$ cat src/rtl/imm_gen_pipe_pkg.sv
// Opcode and immediate-format definitions shared by the decode-stage immediate generator.
// Build option: IMMGEN_ZICSR_EN classifies CSR-immediate SYSTEM words as format Z.
package imm_pkg;

  localparam logic [6:0] OPC_LOAD   = 7'b0000011;
  localparam logic [6:0] OPC_OPIMM  = 7'b0010011;
  localparam logic [6:0] OPC_STORE  = 7'b0100011;
  localparam logic [6:0] OPC_BRANCH = 7'b1100011;
  localparam logic [6:0] OPC_JAL    = 7'b1101111;
  localparam logic [6:0] OPC_JALR   = 7'b1100111;
  localparam logic [6:0] OPC_LUI    = 7'b0110111;
  localparam logic [6:0] OPC_AUIPC  = 7'b0010111;
  localparam logic [6:0] OPC_SYSTEM = 7'b1110011;

  typedef enum logic [2:0] {
    FMT_NONE = 3'd0,
    FMT_I    = 3'd1,
    FMT_S    = 3'd2,
    FMT_B    = 3'd3,
    FMT_U    = 3'd4,
    FMT_J    = 3'd5,
    FMT_SH   = 3'd6,
    FMT_Z    = 3'd7
  } fmt_e;

  function automatic fmt_e classify(input logic [31:0] inst);
    fmt_e f;
    f = FMT_NONE;
    case (inst[6:0])
      OPC_LOAD, OPC_JALR: f = FMT_I;
      // funct3 001 (sll) and 101 (srl/sra) are the only OP-IMM shifts
      OPC_OPIMM: begin
        if (inst[13:12] == 2'b01) f = FMT_SH;
        else                      f = FMT_I;
      end
      OPC_STORE:          f = FMT_S;
      OPC_BRANCH:         f = FMT_B;
      OPC_LUI, OPC_AUIPC: f = FMT_U;
      OPC_JAL:            f = FMT_J;
`ifdef IMMGEN_ZICSR_EN
      OPC_SYSTEM: begin
        if (inst[14]) f = FMT_Z;
        else          f = FMT_NONE;
      end
`endif
      default:            f = FMT_NONE;
    endcase
    return f;
  endfunction

endpackage

$ cat src/rtl/imm_gen_pipe_if.sv
// Handshake bundle for imm_gen_pipe: instruction/tag in, extended immediate/format/tag out.
interface imm_gen_pipe_if #(
  parameter int unsigned XLEN  = 32,
  parameter int unsigned TAG_W = 5
);
  logic [31:0]      inst_i;
  logic [TAG_W-1:0] tag_i;
  logic             valid_i;
  logic             ready_o;
  logic [XLEN-1:0]  imm_o;
  logic [2:0]       fmt_o;
  logic [TAG_W-1:0] tag_o;
  logic             valid_o;
  logic             ready_i;

  modport slave (
    input  inst_i, tag_i, valid_i, ready_i,
    output ready_o, imm_o, fmt_o, tag_o, valid_o
  );

  modport master (
    output inst_i, tag_i, valid_i, ready_i,
    input  ready_o, imm_o, fmt_o, tag_o, valid_o
  );
endinterface

$ cat src/rtl/imm_gen_pipe_skid.sv
// Generic 2-entry valid/ready skid buffer: an output register plus one overflow slot, FIFO order.
// Upstream ready comes straight from the overflow-slot flop, so it never depends on dn_ready.
module skid_buf2 #(
  parameter int unsigned W = 8
) (
  input  logic         clk_i,
  input  logic         rst_i,
  input  logic [W-1:0] up_data,
  input  logic         up_valid,
  output logic         up_ready,
  output logic [W-1:0] dn_data,
  output logic         dn_valid,
  input  logic         dn_ready
);

  logic [W-1:0] out_q;
  logic [W-1:0] skid_q;
  logic         out_v;
  logic         skid_v;
  logic         push;
  logic         pop;

  // The skid slot is only ever occupied when the output register is too, so it marks "full".
  assign up_ready = ~skid_v & ~rst_i;
  assign push     = up_valid & up_ready;
  assign pop      = out_v & dn_ready;
  assign dn_data  = out_q;
  assign dn_valid = out_v;

  always_ff @(posedge clk_i) begin
    if (rst_i) begin
      out_q  <= '0;
      skid_q <= '0;
      out_v  <= 1'b0;
      skid_v <= 1'b0;
    end else if (!out_v || pop) begin
      if (skid_v) begin
        out_q  <= skid_q;
        out_v  <= 1'b1;
        skid_v <= 1'b0;
      end else begin
        out_v <= push;
        if (push) out_q <= up_data;
      end
    end else if (push) begin
      skid_q <= up_data;
      skid_v <= 1'b1;
    end
  end

endmodule

$ cat src/rtl/imm_gen_pipe.sv
// Registered, handshaked RV32I/RV64I immediate generator: combinational decode into a 2-entry skid.
// Build option: IMMGEN_ZICSR_EN (see imm_pkg) adds CSR zimm decoding; ports are identical either way.
module imm_gen_pipe
  import imm_pkg::*;
#(
  parameter int unsigned XLEN  = 32,
  parameter int unsigned TAG_W = 5
) (
  input  logic             clk_i,
  input  logic             rst_i,
  imm_gen_pipe_if.slave    bus
);

  localparam int unsigned W = XLEN + 3 + TAG_W;

  fmt_e            fmt;
  logic [31:0]     inst;
  logic [31:0]     imm32;
  logic [XLEN-1:0] imm;
  logic [W-1:0]    dn_data;

  assign inst = bus.inst_i;

  // Every sign-extended format fits a 32-bit signed value first, then widens to XLEN.
  always_comb begin
    fmt   = classify(inst);
    imm32 = '0;
    case (fmt)
      FMT_I:   imm32 = {{20{inst[31]}}, inst[31:20]};
      FMT_S:   imm32 = {{20{inst[31]}}, inst[31:25], inst[11:7]};
      FMT_B:   imm32 = {{19{inst[31]}}, inst[31], inst[7], inst[30:25], inst[11:8], 1'b0};
      FMT_U:   imm32 = {inst[31:12], 12'b0};
      FMT_J:   imm32 = {{11{inst[31]}}, inst[31], inst[19:12], inst[20], inst[30:21], 1'b0};
      default: imm32 = '0;
    endcase
    imm = XLEN'($signed(imm32));
    if (fmt == FMT_SH) begin
      imm = (XLEN == 64) ? XLEN'(inst[25:20]) : XLEN'(inst[24:20]);
    end
    if (fmt == FMT_Z) begin
      imm = XLEN'(inst[19:15]);
    end
  end

  skid_buf2 #(.W(W)) u_skid (
    .clk_i    (clk_i),
    .rst_i    (rst_i),
    .up_data  ({imm, 3'(fmt), bus.tag_i}),
    .up_valid (bus.valid_i),
    .up_ready (bus.ready_o),
    .dn_data  (dn_data),
    .dn_valid (bus.valid_o),
    .dn_ready (bus.ready_i)
  );

  assign bus.imm_o = dn_data[W-1 -: XLEN];
  assign bus.fmt_o = dn_data[TAG_W +: 3];
  assign bus.tag_o = dn_data[TAG_W-1:0];

endmodule

$ cat src/flat_wrapper.sv
// flat-port wrapper written by rule: the top's interface ports become plain ports
module imm_gen_pipe_flat import imm_pkg::*;
#(
  parameter int unsigned XLEN  = 32,
  parameter int unsigned TAG_W = 5
)
  (clk_i, rst_i, bus_inst_i, bus_tag_i, bus_valid_i, bus_ready_i, bus_ready_o, bus_imm_o, bus_fmt_o, bus_tag_o, bus_valid_o);
  imm_gen_pipe_if #(.XLEN(XLEN), .TAG_W(TAG_W)) bus_i ();
  input  logic clk_i;
  input  logic rst_i;
  input wire logic [$bits(bus_i.inst_i)-1:0] bus_inst_i;
  input wire logic [$bits(bus_i.tag_i)-1:0] bus_tag_i;
  input wire logic [$bits(bus_i.valid_i)-1:0] bus_valid_i;
  input wire logic [$bits(bus_i.ready_i)-1:0] bus_ready_i;
  output wire logic [$bits(bus_i.ready_o)-1:0] bus_ready_o;
  output wire logic [$bits(bus_i.imm_o)-1:0] bus_imm_o;
  output wire logic [$bits(bus_i.fmt_o)-1:0] bus_fmt_o;
  output wire logic [$bits(bus_i.tag_o)-1:0] bus_tag_o;
  output wire logic [$bits(bus_i.valid_o)-1:0] bus_valid_o;
  assign bus_i.inst_i = bus_inst_i;
  assign bus_i.tag_i = bus_tag_i;
  assign bus_i.valid_i = bus_valid_i;
  assign bus_i.ready_i = bus_ready_i;
  assign bus_ready_o = bus_i.ready_o;
  assign bus_imm_o = bus_i.imm_o;
  assign bus_fmt_o = bus_i.fmt_o;
  assign bus_tag_o = bus_i.tag_o;
  assign bus_valid_o = bus_i.valid_o;
  imm_gen_pipe #(.XLEN(XLEN), .TAG_W(TAG_W)) u_core (.clk_i(clk_i), .rst_i(rst_i), .bus(bus_i));
endmodule
$ cat config.mk
export PLATFORM = sky130hd
export DESIGN_NAME = imm_gen_pipe_flat
export DESIGN_NICKNAME = d
export VERILOG_FILES = /design/src/rtl/imm_gen_pipe_pkg.sv /design/src/rtl/imm_gen_pipe_if.sv /design/src/rtl/imm_gen_pipe_skid.sv /design/src/rtl/imm_gen_pipe.sv /design/src/flat_wrapper.sv
export SDC_FILE = /design/constraint.sdc
export NUM_CORES = 1
export LEC_CHECK = 0
export CAP_MARGIN = 40
export CORE_MARGIN = 10
export CORE_UTILIZATION = 45
export DETAILED_ROUTE_END_ITERATION = 10
export DONT_BUFFER_PORTS = 1
export PLACE_DENSITY = 0.67
export SETUP_SLACK_MARGIN = 0.15
export SLEW_MARGIN = 20
export SYNTH_ARGS = -nofsm -noshare
export SYNTH_HDL_FRONTEND = slang
export SYNTH_SLANG_ARGS = --single-unit
$ cat constraint.sdc
create_clock -name clk_i -period 5.63 [get_ports clk_i]
set_input_delay 1.126 -clock clk_i [delete_from_list [all_inputs] [get_ports clk_i]]
set_output_delay 1.126 -clock clk_i [all_outputs]
set_load 0.005 [all_outputs]
### Yosys cells after proc, flatten, opt, wreduce, memory -nomap -nowiden

Index checks and enable logic that the tools add are counted.

| storage, ports and cells | value |
|---|---|
| output and inout port bits | 42 |
| word-level logic and storage cells | 42 |
| input port bits | 41 |
| register bits | 82 |

| operators by class | value |
|---|---|
| bitwise logic cells | 6 |
| muxes and demuxes | 8 |
| equality and inequality tests | 16 |
| reductions and logical operators | 8 |

Operator list:

| cell | count |
|---|---|
| one-hot mux 32 bit (5 select lines) | 1 |
| two-way mux 40 bit | 2 |
| two-way mux 32 bit | 2 |
| equality test 7 bit, second input constant | 3 |
| one-hot mux 3 bit (6 select lines) | 1 |
| equality test 7 x 5 -> 1 bit, second input constant | 2 |
| equality test 7 x 6 -> 1 bit, second input constant | 2 |
| equality test 3 bit, second input constant | 4 |
| equality test 7 x 2 -> 1 bit, second input constant | 1 |
| equality test 3 x 2 -> 1 bit, second input constant | 2 |
| OR reduction 2 bit | 3 |
| AND reduction 2 bit | 2 |
| bitwise AND 1 bit | 3 |
| equality test 3 x 1 -> 1 bit, second input constant | 1 |
| two-way mux 3 bit | 1 |
| inverter 1 bit | 3 |
| equality test 2 x 1 -> 1 bit, second input constant | 1 |
| nonzero test 2 bit | 1 |
| logical NOT 1 bit | 1 |
| logical OR 1 bit | 1 |
| two-way mux 1 bit | 1 |

### Depth between registers and ports, before layout

| depth | value |
|---|---|
| word-level depth | 9 |
| gate-level depth with buffers | 7 |
| depth with buffers taken out | 5 |

### Hierarchy

A second synthesis with hierarchy kept.

| unflattened totals | value |
|---|---|
| cells, all modules | 462 |
| area total of the unflattened synthesis | 4310.4 um2 |

By module, submodules not included:

| module | times used | area an instance (um2) | cells an instance | seq. area each (um2) |
|---|---|---|---|---|
| skid_buf2 | 1 | 3774.9 | 385 | 1641.6 |
| imm_gen_pipe | 1 | 535.5 | 77 | 0.0 |

### Least setup slack after synthesis

Ideal clock, no wire load.

| timing path | value |
|---|---|
| kind | input-to-reg |
| from | input port bus_inst_i[5] |
| to | register u_core.u_skid.out_q[20], in the netlist u_core.u_skid.dn_data[20] |
| library setup time | 0.069 ns |
| path slack | 2.845 ns |
| data arrival time | 2.716 ns |
| buffers on the path | 0 |
| cell stages on the path | 5 |
| data required time | 5.561 ns |
| cells stage by stage | or4_4 a211o_1 a2111o_1 and3_1 o21ai_1 |

| on the way | value |
|---|---|
| longest elaborated chain between the ends | 9 |
| elaborated cells between the ends (all ways) | 23 |
| classes of those cells | eq/ne: 15; mux: 6; reduce/logical: 2 |

RTL lines:

| item | line | RTL |
|---|---|---|
| start: declaration | flat_wrapper.sv:11 | `input wire logic [$bits(bus_i.inst_i)-1:0] bus_inst_i;` |
| equality test 7 x 6 -> 1 bit (tied with other cells) | imm_gen_pipe_pkg.sv:29 | `case (inst[6:0])` |
| OR reduction 2 bit | imm_gen_pipe_pkg.sv:29 |  |
| one-hot mux 3 bit (6 select lines) (*) | imm_gen_pipe_pkg.sv:29 |  |
| equality test 3 bit (tied with other cells) | imm_gen_pipe.sv:28 | `case (fmt)` |
| one-hot mux 32 bit (5 select lines) | imm_gen_pipe.sv:28 |  |
| two-way mux 32 bit | imm_gen_pipe.sv:37 | `if (fmt == FMT_SH) begin` |
| two-way mux 32 bit (*) | imm_gen_pipe.sv:40 | `if (fmt == FMT_Z) begin` |
| two-way mux 40 bit (*) | imm_gen_pipe_skid.sv:43 | `if (push) out_q <= up_data;` |
| two-way mux 40 bit (*) | imm_gen_pipe_skid.sv:37 | `if (skid_v) begin` |
| end signal: assignment | imm_gen_pipe_skid.sv:38 | `out_q <= skid_q;` |
| end signal: assignment | imm_gen_pipe_skid.sv:43 |  |
| end: declaration | imm_gen_pipe_skid.sv:16 | `logic [W-1:0] out_q;` |

Mark *: on every way between the ends. The rest lies on a longest branch, timed or not. The select of a mux whose other input is x is not followed.
A chain may end at the register's enable or synchronous reset.

### Final worst setup path

| timing path | value |
|---|---|
| from | input port bus_inst_i[5] |
| to | register u_core.u_skid.out_q[14], in the netlist u_core.u_skid.dn_data[14] |

The elaborated chain is that of the path after synthesis.

==> impl_metrics.py <==
metrics = {
    "pwr": {
        "leakage_uw": 0.00131,
        "seq_power_share_pct": 54.8,
        "switching_share_pct": 24.8,
        "p_int_uw": 834,
        "max-vdd-ir-drop_mv": 0.124,
        "power_density_nw_per_um2": 279,
        "power.share.clock_pct": 38.2,
        "combPwrFrac_pct": 7.0,
        "p_sw_uw": 275,
        "total_power_uw": 1110,
    },
    "clock_network": {
        "htreeDepth": 3,
        "cts-hold-fix-buffers": 0,
        "cts_num_sinks": 82,
        "max-clock-path-buffers": 2,
        "cts.root.buffer_cell": "clkbuf_8",
        "cts_made_buffers": 9,
        "tritoncts": "yes",
        "cts_repair_resize_count": 0,
        "clk_transition_reported_paths_ns": 0.08,
        "insertion_delay_ns": 0.36,
        "postCtsSetupRepairBufs": 0,
    },
    "timing": {
        "rsz0062_at_grt": "false",
        "setup_violations": 0,
        "max_clock_freq_mhz": 379,
        "worst_pin_slew_ns": 0.859,
        "finalCritPeriodShare_pct": 46.8,
        "timing.max_slew.rel_slack_pct": 41.2,
        "fin_tns_setup_ns": 0,
        "fin_worst_skew_ns": 0.00877,
        "final_max_slew_viol_count": 0,
        "timing.final.crit_period_ns": 2.64,
        "hold_violations": 0,
    },
    "logic_synthesis": {
        "synth.avg_cell_area_um2": 8.39,
        "synth.yosys.warnings": 0,
        "post_synthesis_cell_area_um2": 3660,
        "synth.most_common_cell": "dfxtp_1",
        "ys_dominant_reg_cell": "dfxtp_1",
        "synth.top_cell.area_share_pct": 44.9,
        "synth.lib_cells_used.distinct": 48,
        "number_of_synthesized_flops_with_an_enable_pin": 0,
        "netlist_top_cells_count": "dfxtp_1, nor2_1, nand2_1, clkbuf_1, a211oi_1",
        "syn-instance-count": 436,
        "netlist.top_cell.by_area": "dfxtp_1",
        "synthTopCellsByArea": "dfxtp_1, nor2_1, nand2_1",
        "asyncSetResetFlopFracSynth_pct": 0,
        "sequential_cell_area_fraction_in_the_yosys_report_pct": 44.9,
        "synthesis.nets": 477,
        "register_bit_total_from_synthesis": 82,
    },
    "critical_path": {
        "worstPathBufferInverterCount": 0,
        "cp_num_cells": 5,
        "crit_path_end_kind": "flip-flop",
        "timing.critical_path.max_delay_family": "compound AO/OA/AOI/OAI gates",
        "critPathLaunch": "bus_inst_i[5]",
        "cpMaxStageDelayCell": "a31oi_1",
        "setup.worst_path.start_class": "primary input",
        "worstReg2RegStart": "u_core.u_skid.skid_v$_SDFFE_PP0P_",
        "worstPathMaxFanout": 8,
        "worst-endpoint-arrival_ns": 2.91,
        "timing.reg2reg.worst_path_depth": 6,
        "reg2reg_setup_slack_ns": 3.64,
        "critical_path_required_ns": 5.91,
        "worstPathCellList": "or4_4 -> a211o_1 -> a31oi_1 -> a221oi_1 -> nor3_1",
        "cpPeakStageDelay_ns": 0.55,
        "timing.critical_path.to": "u_core.u_skid.dn_data[14]$_SDFFE_PP0P_",
        "r2r-end": "u_core.u_skid.dn_data[36]$_SDFFE_PP0P_",
        "critical_path_class": "in2reg",
    },
    "global_routing": {
        "top_usage_layer": "met2",
        "global_route.usage.met3_pct": 7.20,
        "overall_track_demand_over_capacity_in_global_routing_pct": 17.3,
        "grt_first_pass_wirelength_mm": 16.6,
        "grt_pass1_vias": 3156,
        "grt_start_max_net_pins": 69,
        "antenna_violations_before_repair": 0,
        "grt_overflow": 0,
        "grt.met2_usage_pct": 26.6,
        "groute.layer.met1.usage_pct": 20.8,
    },
    "placement": {
        "gpl.final_weighted_congestion": 0.799,
        "detailed_place_hpwl_mm": 7.19,
        "io_buffer_count": 0,
    },
    "final_layout": {
        "proportion_of_layout_cells_with_a_drive_suffix_above_1_pct": 8.41,
        "nNetsFinal": 464,
        "antenna_cells_inserted": 0,
        "area.growth.synth_to_final_pct": 8.69,
    },
    "route": {
        "drt-vias-per-instance": 6.16,
        "detailed_route_wl_mm": 10.4,
        "drcViolationCount": 0,
        "dr.first_iter.drc_count": 237,
        "initial_drt_pass_iterations": 5,
        "drt.antenna.violating_nets": 0,
        "route.detailed.wl_per_inst_um": 19.6,
        "route.vias.total": 3266,
    },
    "status": {
        "outcome": "finished clean",
    },
    "floorplanning": {
        "ios": 83,
        "core_area_um2": 7810,
        "fp.dieH_um": 110,
        "die_width_um": 110,
        "initial_core_util_pct": 46.9,
        "die_outline_area_um2": 12100,
        "rows": 32,
    },
    "flow_run": {
        "max_cap_violations": 0,
    },
    "worst_hold_path": {
        "hold_class": "reg2reg",
    },
}
worst register-to-register path, cell delays in order, from the launching register on:
cell and delay [ns]:
dfxtp_1 0.37, buf_4 0.40, o21a_1 0.41, buf_8 0.22, nor2_1 0.05, buf_4 0.20
a32o_1 0.23
area by class of cell:
| class | count | area, µm² |
|---|---|---|
| fill | 759 | 3830 |
| multi-input combinational | 313 | 1860 |
| sequential | 82 | 1640 |
| timing repair buffer | 12 | 135 |
| clock buffer | 10 | 128 |
| tap | 102 | 128 |
| clock inverter | 6 | 65.1 |
| inverter | 5 | 18.8 |
kinds of logic after synthesis:
logic type,Yosys count,synth area share [%]
flip-flops,82,44.9
AND/OR/NAND/NOR,179,23.7
buffers and inverters,41,4.31
multiplexers,5,1.37
AO/OA/AOI/OAI,129,25.8
placed cells by master, fill, tap and decap left out, types with 2 or more instances in the layout:
cell type / netlist / layout
dfxtp_1: 82 / 82
a32o_1: 11 / 11
o211ai_1: 6 / 6
o21ai_1: 10 / 10
nand3b_1: 2 / 2
clkbuf_8: 0 / 9
nand2_1: 46 / 46
mux2i_1: 5 / 5
nor2_1: 53 / 53
nor3_1: 19 / 19
a2111oi_0: 3 / 3
o21ai_0: 18 / 18
buf_8: 0 / 2
a21oi_1: 18 / 18
nor2b_1: 3 / 3
nand4b_1: 2 / 2
a311oi_1: 10 / 10
or4_1: 2 / 2
and3_1: 10 / 9
nand2b_1: 14 / 14
nor4_1: 2 / 2
clkinv_2: 0 / 2
a211o_1: 2 / 2
buf_4: 0 / 7
a211oi_1: 21 / 21
a2bb2oi_1: 6 / 6
nand3_1: 16 / 16
inv_1: 5 / 5
a221oi_1: 10 / 10
a221o_1: 4 / 4
nor4_2: 2 / 2
per-stage QoR:
stage / util (%) / area, µm² / hold WS (ns) / instances / setup WS (ns)
2_1_floorplan: - / 3660 / 0.436 / 436 / 2.85
3_3_place_gp: 47.2 / 3690 / 0.437 / 507 / 2.62
3_5_place_dp: 48.2 / 3760 / 0.443 / 512 / 2.65
4_1_cts: 50.7 / 3960 / 0.455 / 528 / 3.00
5_1_grt: 50.9 / 3980 / 0.486 / 530 / 2.88
6_report: 50.9 / 3980 / 0.452 / 530 / 2.99
power groups by stage:
stage / Sequential [µW] / Clock (µW) / Combinational (µW)
2_1_floorplan: 617 / 0 / 66.3
3_3_place_gp: 622 / 0 / 70.7
3_5_place_dp: 622 / 0 / 76.5
4_1_cts: 608 / 433 / 77.0
5_1_grt: 610 / 457 / 86.3
6_report: 608 / 424 / 77.1
flip-flops by register name, summed over array words and instances, names as in the netlist:
| register | count |
|---|---|
| u_core.u_skid.dn_valid | 1 |
| u_core.u_skid.skid_v | 1 |
| u_core.u_skid.dn_data | 40 |
| u_core.u_skid.skid_q | 40 |
routing by layer:
layer | up-vias | share of wire, %
met3 | 18 | 10
met5 | - | 0
met2 | 119 | 47
met1 | 1541 | 40
li1 | 1588 | -
met4 | 0 | 2.0
worst min-delay path by stage:
stage,start,to,slack (ns),cells past startpoint
global route,u_core.u_skid.skid_q[39]$_SDFFE_PP0P_,u_core.u_skid.skid_q[39]$_SDFFE_PP0P_,0.49,2
detailed placement,u_core.u_skid.skid_q[4]$_SDFFE_PP0P_,u_core.u_skid.skid_q[4]$_SDFFE_PP0P_,0.44,2
global placement,u_core.u_skid.skid_q[2]$_SDFFE_PP0P_,u_core.u_skid.skid_q[2]$_SDFFE_PP0P_,0.44,2
CTS,u_core.u_skid.skid_q[4]$_SDFFE_PP0P_,u_core.u_skid.skid_q[4]$_SDFFE_PP0P_,0.45,2
finish,u_core.u_skid.skid_q[4]$_SDFFE_PP0P_,u_core.u_skid.skid_q[4]$_SDFFE_PP0P_,0.45,2
floorplan,u_core.u_skid.skid_q[0]$_SDFFE_PP0P_,u_core.u_skid.skid_q[0]$_SDFFE_PP0P_,0.44,2
Power figures use the tool's default switching activity.
